[config.mk]
export PLATFORM = sky130hd
export DESIGN_NAME = fetch_unit
export DESIGN_NICKNAME = d
export VERILOG_FILES = /design/src/rtl/fetch_unit.sv
export SDC_FILE = /design/constraint.sdc
export NUM_CORES = 1
export LEC_CHECK = 0
export CORE_MARGIN = 1
export CORE_UTILIZATION = 40
export DETAILED_ROUTE_END_ITERATION = 8
export PLACE_DENSITY = 0.79
export SYNTH_ARGS = -nofsm -noshare
export SYNTH_HDL_FRONTEND = slang
export SYNTH_SLANG_ARGS = --single-unit
[constraint.sdc]
create_clock -name clk -period 5 [get_ports clk]
set_clock_uncertainty 0.1 [all_clocks]
set_input_delay 1 -clock clk [delete_from_list [all_inputs] [get_ports clk]]
set_output_delay 1 -clock clk [all_outputs]
set_load 0.02 [all_outputs]
[src/rtl/fetch_unit.sv]
// fetch_unit: instruction-fetch producer for the IF/ID pipeline register.
// Owns the PC, issues at most one outstanding read to instruction memory, and
// holds the returned word with its PC in a single-entry buffer until the
// hazard unit consumes it. Redirects retarget the PC and discard any fetch
// that is still in flight.
//
// Ports:
//   clk, rst            clock, synchronous active-high reset
//   if_id_write         buffer consumed this cycle (from hazard unit)
//   redirect_valid/pc   taken branch/jump/flush and its target (word aligned here)
//   imem_req/addr       read request and address (combinational, addr = pc)
//   imem_ready          memory accepts the request this cycle
//   imem_rvalid/rdata   read response
//   if_valid/pc/instruction  buffered instruction presented to IF/ID
module fetch_unit #(
    parameter logic [31:0] RESET_PC = 32'h0000_0000,
    parameter int          PC_STEP  = 4
) (
    input  logic        clk,
    input  logic        rst,
    input  logic        if_id_write,
    input  logic        redirect_valid,
    input  logic [31:0] redirect_pc,
    output logic        imem_req,
    output logic [31:0] imem_addr,
    input  logic        imem_ready,
    input  logic        imem_rvalid,
    input  logic [31:0] imem_rdata,
    output logic        if_valid,
    output logic [31:0] if_pc,
    output logic [31:0] if_instruction
);

    typedef enum logic [1:0] {IDLE, REQ, WAIT, DROP} state_t;

    state_t      state;
    logic [31:0] pc;
    logic [31:0] redir_target;
    logic        fill;

    assign redir_target = redirect_pc & 32'hFFFF_FFFC;

    // Only request when the buffer will be free by the time the response
    // lands, so a response never has to wait for buffer space.
    assign imem_req  = (state == REQ) && !redirect_valid && (!if_valid || if_id_write);
    assign imem_addr = pc;

    // A response that coincides with a redirect is wrong-path and dropped.
    assign fill = (state == WAIT) && imem_rvalid && !redirect_valid;

    always_ff @(posedge clk) begin
        if (rst) begin
            state          <= IDLE;
            pc             <= RESET_PC;
            if_valid       <= 1'b0;
            if_pc          <= 32'h0;
            if_instruction <= 32'h0;
        end else begin
            case (state)
                IDLE: state <= REQ;
                REQ: begin
                    if (redirect_valid)
                        pc <= redir_target;
                    else if (imem_req && imem_ready)
                        state <= WAIT;
                end
                WAIT: begin
                    if (redirect_valid) begin
                        pc    <= redir_target;
                        // Without the response yet, the in-flight read must
                        // still be drained before the next request.
                        state <= imem_rvalid ? REQ : DROP;
                    end else if (imem_rvalid) begin
                        pc    <= pc + 32'(PC_STEP);
                        state <= REQ;
                    end
                end
                DROP: begin
                    if (redirect_valid)
                        pc <= redir_target;
                    if (imem_rvalid)
                        state <= REQ;
                end
                default: state <= IDLE;
            endcase

            if (fill) begin
                if_valid       <= 1'b1;
                if_pc          <= pc;
                if_instruction <= imem_rdata;
            end else if (redirect_valid && state != IDLE) begin
                if_valid <= 1'b0;
            end else if (if_id_write) begin
                if_valid <= 1'b0;
            end
        end
    end

endmodule

# --- Word-level counts from Yosys, hierarchy flattened ---
# Index checks and enable logic that the tools add are counted.
classes:
  n_eq_ne: 7
  n_reduce_logical: 16
  mux: 13
  add_sub_neg: 1
ops:
  columns: ["op", "n"]
  rows:
  - ["$mux 32", 3]
  - ["$pmux 32 s2", 1]
  - ["$add 32x3->32 const B", 1]
  - ["$mux 2", 5]
  - ["$pmux 2 s4", 1]
  - ["$logic_and 1x1->1", 6]
  - ["$eq 2x2->1 const B", 2]
  - ["$ne 2x1->1 const B", 2]
  - ["$reduce_bool 2->1", 2]
  - ["$mux 1", 3]
  - ["$ne 3x3->1 const B", 1]
  - ["$reduce_and 3->1", 1]
  - ["$reduce_bool 3->1", 1]
  - ["$eq 2x1->1 const B", 1]
  - ["$logic_not 1->1", 2]
  - ["$logic_not 2->1", 1]
  - ["$ne 2x2->1 const B", 1]
  - ["$reduce_and 2->1", 1]
  - ["$reduce_or 2->1", 1]
  - ["$logic_or 1x1->1", 1]
word_totals:
  out_inout_bits: 98
  word_cells: 42
  in_bits: 70
  ff_bits: 99

# --- Logic depth before layout (Yosys ltp) ---
# Gate-level depths: netlist (run 1).
logic_depth:
  word_depth: 7
  depth_mapped: 7
  ltp_nobuf: 6

# --- Worst setup path before layout (run 1) ---
# Ideal clock, no wire load.
synth_path:
  path_type: "input to output"
  startpoint: "input port redirect_valid"
  endpoint: "output port imem_req"
  required_ns: 3.900
  path_buffers: 2
  setup_slack_ns: 1.982
  path_stages: 3
  arrival_time_ns: 1.918
  cell_sequence: "buf_2 buf_1 nor3_1"
synth_between:
  elab_chain_cells: 3
synth_rtl:
  columns: ["item", "line_no", "rtl"]
  rows:
  - ["from (decl)", "22", "input logic redirect_valid,"]
  - ["$logic_not 1->1", "45", "assign imem_req = (state == REQ) && !redirect_valid && (!if_valid || if_id_write);"]
  - ["$logic_and 1x1->1 (2 in a row)", "45", null]
  - ["to (decl)", "24", "output logic imem_req,"]
# Every way passes these cells.

# --- Worst setup path after layout (run 1) ---
# Ends and elaborated chain as after synthesis.

==> flow_summary.json, run 1 <==
{
  "htree_levels": 3,
  "nFillCells": 1001,
  "crit_path_frequent_cell": "clkdlybuf4s50_1",
  "final_max_slew_viol_count": 0,
  "cts_buffer_depth": 2,
  "die-area_sq_um": 11500,
  "critPathKind": "primary input to primary output",
  "async_reset_ff_share_pct": 0,
  "clock-root-buffer": "clkbuf_8",
  "dp_hpwl_mm": 9.57,
  "cp_cell_sequence": "clkdlybuf4s50_1 > buf_4 > nor3_1 > clkdlybuf4s50_1",
  "io_pins": 168,
  "ys_types": 59,
  "slowest_stage": "clkdlybuf4s50_1",
  "maxSlewHeadroom_pct": 35.3,
  "post-cts-setup-buffers": 0,
  "grt_overflow": 0,
  "crit_buf_inv": 3,
  "critPathCaptureType": "primary output",
  "required_ps": 3900,
  "antenna_found_initial": 0,
  "drc_errors": 0,
  "clk_pin_slew_ps": 80,
  "use_met1_pct": 29.1,
  "grt_pass1_wl_mm": 21.4,
  "max_stage_delay_ps": 690,
  "power_density_nw_per_um2": 262,
  "diodes": 0,
  "cts_resized": 0,
  "grt_setup_unrepaired": "false",
  "via_per_inst": 5.67,
  "num_rows": 38,
  "grt_start_max_net_pins": 95,
  "finalCriticalPeriod_ps": 3690,
  "gp_congestion": 0.864,
  "hold_class": "flop to flop",
  "cp_top_family": "buffers and inverters",
  "cap_violations": 0,
  "max_freq_mhz": 271,
  "gr-usage-met2_pct": 39.3,
  "status": "completed",
  "netlist_top_cells_area": "dfxtp_1 (43%), nand2_1 (13%), a21oi_1 (9.7%), clkbuf_1 (3.0%), nor2_1 (2.2%)",
  "grt_pass1_vias": 4362,
  "ys_ff_latch": 95,
  "routed-via-count": 4872,
  "fin_area_sq_um": 6300,
  "final_util_pct": 58.4,
  "finalHoldViolCount": 0,
  "startpoint": "redirect_valid",
  "ant_nets": 0,
  "coreArea_sq_um": 10800,
  "ir_worst_vdd_uv": 141,
  "yosys.area.top_type": "dfxtp_1",
  "cp.arrival_ps": 2590,
  "synth_edf_count": 0,
  "chipHeight_um": 107,
  "p_total_w": 0.00165,
  "seq_area_frac_synth_pct": 43.0,
  "routedWlPerCell_um": 16.0,
  "nNetsFinal": 786,
  "dr.pass1.iters": 6,
  "synthToLayoutAreaGrowth_pct": 42.5,
  "cts.sinks": 95,
  "drive_gt1_share_pct": 5.01,
  "place_area_sq_um": 6070,
  "leakagePower_nw": 2.07,
  "totalWireLength_mm": 13.7,
  "rrSetupSlack_ps": 2300,
  "dr.first_iter.drc_count": 469,
  "cts_made_buffers": 9,
  "multiInputGateArea_sq_um": 2300,
  "ys.flop_type": "dfxtp_1",
  "synth_top_area_share_pct": 43.0,
  "setup_viol": 0,
  "grt.busiest_layer": "met2",
  "use_met3_pct": 5.35,
  "syn_area_sq_um": 4420,
  "yosys_warnings": 0,
  "regArea_sq_um": 1900,
  "postSynthAreaPerCell_sq_um": 7.60,
  "insertion_delay_ps": 360,
  "finalCritPeriodShare_pct": 73.9,
  "startpoint_type": "primary input",
  "cts_tree": "done",
  "grt_usage_pct": 23.6,
  "cts_hold_buffers": 0,
  "tns_ps": 0,
  "worstPathMaxFanout": 24,
  "dieWidth_um": 107,
  "finalWorstSetupSlack_ps": 1310,
  "dp_slack_ps": 1240,
  "holdCritStartpoint": "if_pc[2]",
  "worst_slew_pin_slew_ps": 970,
  "timing.rr.start": "state[0]",
  "syn_inst": 582,
  "start_util_pct": 41.0,
  "port_buffers": 161
}
[power by group]
part / internal [W] / total, W / leakage [nW] / switching [W]
combinational: 0.000118 / 0.000234 / 1.19 / 0.000116
clock: 0.000332 / 0.000602 / 0.113 / 0.000271
sequential: 0.000776 / 0.000815 / 0.770 / 0.0000395
total: 0.00123 / 0.00165 / 2.07 / 0.000426
[stage by stage]
step	instances	hold slack, ps
after floorplan	585	432
after global placement	844	340
after detailed placement	844	346
after CTS	859	359
after global routing	859	369
final	859	357
[final cells by class]
| cell class | instances | share of cell area [%] |
|---|---|---|
| inverters | 9 | 0.536 |
| well taps | 140 | 2.78 |
| multi-input cells | 433 | 36.5 |
| repair buffers | 167 | 26.3 |
| flip-flops and latches | 95 | 30.2 |
| clock buffers | 10 | 2.03 |
| clock inverters | 5 | 1.69 |
[worst paths after layout]
path                                 endpoint  depth (start not counted)
worst max register to register  imem_addr[24]                          6
worst max-delay path                 imem_req                          4
worst min register to register       if_pc[2]                          2
worst min-delay path                 if_pc[2]                          2
[flip-flops by register name (all words and copies together) (netlist names)]
name,count
if_instruction,32
if_pc,30
if_valid,1
imem_addr,30
state,2
[per-layer routing]
metal  vias to the layer above  part of all wire [%]
li1                       2304                     -
met1                      2273                    40
met2                       259                    48
met3                        36                   9.1
met4                         0                   2.2
met5                         -                     0
[synth_stat cells (9+ instances only)]
cell type    n
nand3_1     19
inv_1        9
nand2_1    157
nor2_1      26
a21oi_1     86
dfxtp_1     95
clkbuf_1    35
o21ai_0     18
[cell families after synthesis]
| kind of cell | count (synthesis) | share of synthesized area (%) |
|---|---|---|
| AO/OA/AOI/OAI | 163 | 22.7 |
| multiplexers | 10 | 2.41 |
| adder cells (fa/ha/maj) | 1 | 0.283 |
| flip-flops | 95 | 43.0 |
| other | 1 | 0.0848 |
| AND/OR/NAND/NOR | 255 | 26.1 |
| buffers and inverters | 57 | 5.40 |
[cell usage in the layout, fill, tap and decap left out, drive strengths merged, types with 8 or more instances in the layout]
cell | Yosys | layout
nand2 | 157 | 157
o21ai | 18 | 18
clkdlybuf4s50 | 0 | 160
nand4 | 8 | 8
a21oi | 86 | 86
clkbuf | 37 | 10
nand3 | 19 | 19
nor2 | 26 | 26
or3 | 8 | 8
inv | 9 | 10
dfxtp | 95 | 95
[worst reg2reg max path, stage by stage, from the launching register on]
cell,delay (ps)
dfxtp_1,510
or2_2,630
nor2_4,680
buf_4,330
nand2_1,100
o2111ai_1,90
a211oi_1,100
No activity file was read; power rests on OpenSTA's default activity.
==> inputs of run 2 (changes only) <==
- PLACE_DENSITY: 0.79 -> 0.82
- clock period: 5 -> 3.15 ns (I/O delays scaled with it)
==> run 2 against run 1 <==
Effect of this change: global-route usage is 0.84 points higher; die area stayed put; sequential power is 58% higher; critical path depth is 1 higher; worst hold slack worse by 0.58 ps; worst setup slack worse by 1100 ps; non-clock buffer count is 5 higher; largest power group unchanged.
==> flow_summary.json, run 2 (synthesis gave the netlist of run 1 again) <==
{
  "power_frac_comb_pct": 15.3,
  "clock-root-buffer": "clkbuf_8",
  "rrSetupSlack_ps": 820,
  "dr.first_iter.drc_count": 440,
  "critPathKind": "primary input to primary output",
  "routedWlPerCell_um": 16.3,
  "cap_violations": 0,
  "cts_made_buffers": 9,
  "slowest_stage": "clkdlybuf4s50_1",
  "setup_viol": 0,
  "final_cell_mix": "clkdlybuf4s50_1 (160), nand2_1 (156), dfxtp_1 (95)",
  "min_path_cells": 2,
  "io_pins": 168,
  "max_stage_delay_ps": 660,
  "grt_setup_unrepaired": "false",
  "cp_cell_sequence": "clkdlybuf4s50_1 > nand2b_1 > nand2_1 > nor3_1 > clkdlybuf4s50_1",
  "chipHeight_um": 107,
  "cts_resized": 0,
  "final_util_pct": 58.6,
  "grt_pass1_wl_mm": 22.3,
  "antenna_found_initial": 0,
  "cts_hold_buffers": 0,
  "via_per_inst": 5.58,
  "gp_congestion": 0.878,
  "timing.rr.start": "state[1]",
  "holdCritStartpoint": "if_pc[19]",
  "power_density_nw_per_um2": 400,
  "routed-via-count": 4827,
  "finalCriticalPeriod_ps": 2910,
  "p_sw_w": 0.000690,
  "rr_endpoint": "imem_addr[22]",
  "coreArea_sq_um": 10800,
  "ant_nets": 0,
  "crit_path_frequent_cell": "clkdlybuf4s50_1",
  "dieWidth_um": 107,
  "dr.pass1.iters": 6,
  "reg2reg_depth": 5,
  "drc_errors": 0,
  "post-cts-setup-buffers": 0,
  "hold_class": "flop to flop",
  "tns_ps": 0,
  "grt_start_max_net_pins": 53,
  "grt_overflow": 0,
  "min_to": "if_pc[19]",
  "start_util_pct": 41.0,
  "max_freq_mhz": 343,
  "p_sw_share_pct": 27.3,
  "clkPwrFrac_pct": 33.7,
  "diodes": 0,
  "die-area_sq_um": 11500,
  "grt_usage_pct": 24.4,
  "worstPathMaxFanout": 3,
  "startpoint_type": "primary input",
  "grt_pass1_vias": 4568,
  "pwr-share-seq_pct": 51.0,
  "drive_gt1_share_pct": 5.79,
  "htree_levels": 3,
  "largest_reg_flops": 32,
  "dp_hpwl_mm": 9.98,
  "ir_worst_vdd_uv": 229,
  "maxSlewHeadroom_pct": 59.0,
  "final_max_slew_viol_count": 0,
  "num_rows": 38,
  "cts_tree": "done",
  "insertion_delay_ps": 350,
  "required_ps": 2420,
  "finalCritPeriodShare_pct": 92.5,
  "nNetsFinal": 791,
  "cp.arrival_ps": 2180,
  "largest_register": "if_instruction",
  "status": "completed",
  "totalWireLength_mm": 14.1,
  "clk_pin_slew_ps": 80,
  "finalHoldViolCount": 0,
  "worst_slew_pin_slew_ps": 614,
  "cts_buffer_depth": 2,
  "leakagePower_nw": 2.08,
  "port_buffers": 161,
  "final_common_cell": "clkdlybuf4s50_1",
  "synthToLayoutAreaGrowth_pct": 43.0,
  "power.internal_w": 0.00184,
  "cts.sinks": 95,
  "critPathCaptureType": "primary output"
}
## run 2: changes by cell type in the layout (fill, tap and decap cells not counted), sizes merged
cell      change
bufinv        -2
clkinvlp      +1
clkbuf        +2
clkinv        +1
buf           +5
inv           -1
## run 2: worst max-delay path by stage
| stage | start | endpoint | slack, ps | cells after the start |
|---|---|---|---|---|
| 2_1_floorplan | redirect_valid | imem_req | 870 | 3 |
| 3_3_place_gp | if_id_write | imem_req | 240 | 5 |
| 3_5_place_dp | if_id_write | imem_req | 260 | 5 |
| 4_1_cts | if_id_write | imem_req | 250 | 5 |
| 5_1_grt | if_id_write | imem_req | 130 | 5 |
| 6_report | if_id_write | imem_req | 240 | 5 |
## run 2: metal layers
metal	GRT usage (%)	part of all wire, %
met1	31.2	41
met4	11.0	2.0
met2	40.1	48
met3	4.19	8.7
met5	0	0
## run 2: layout make-up
type                            count  area [sq um]
Sequential cell                    95          1900
Inverter                            9          33.8
Multi-Input combinational cell    433          2300
Tap cell                          140           175
Clock inverter                      4          53.8
Fill cell                         985          4470
Clock buffer                       12           155
Timing Repair Buffer              172          1700
## run 2: power groups by stage
stage	logic (W)	registers (W)	clock network [W]
after floorplan	0.000167	0.00133	0
after global placement	0.000372	0.00131	0
after detailed placement	0.000380	0.00132	0
after CTS	0.000383	0.00129	0.000870
after global routing	0.000411	0.00130	0.000927
final	0.000386	0.00129	0.000851
## run 2: metrics by stage
stage	total power, W	instance area, sq um	instances	worst slack [ps]	hold WS (ps)
3_3_place_gp	0.00169	6110	849	243	342
2_1_floorplan	0.00150	4430	585	872	432
5_1_grt	0.00264	6320	865	128	383
3_5_place_dp	0.00170	6110	849	260	346
6_report	0.00253	6320	865	236	357
4_1_cts	0.00254	6320	865	248	358
## run 2: critical path: cells and delay by family
family                 cells  cell delay, ps
AND/OR/NAND/NOR            3             420
buffers and inverters      2            1130
==> inputs of run 3 (changes only) <==
- CTS_CLUSTER_SIZE: not set -> 14
==> results of run 3 <==
The final DEF is identical to that of run 2; final timing and power are the same.
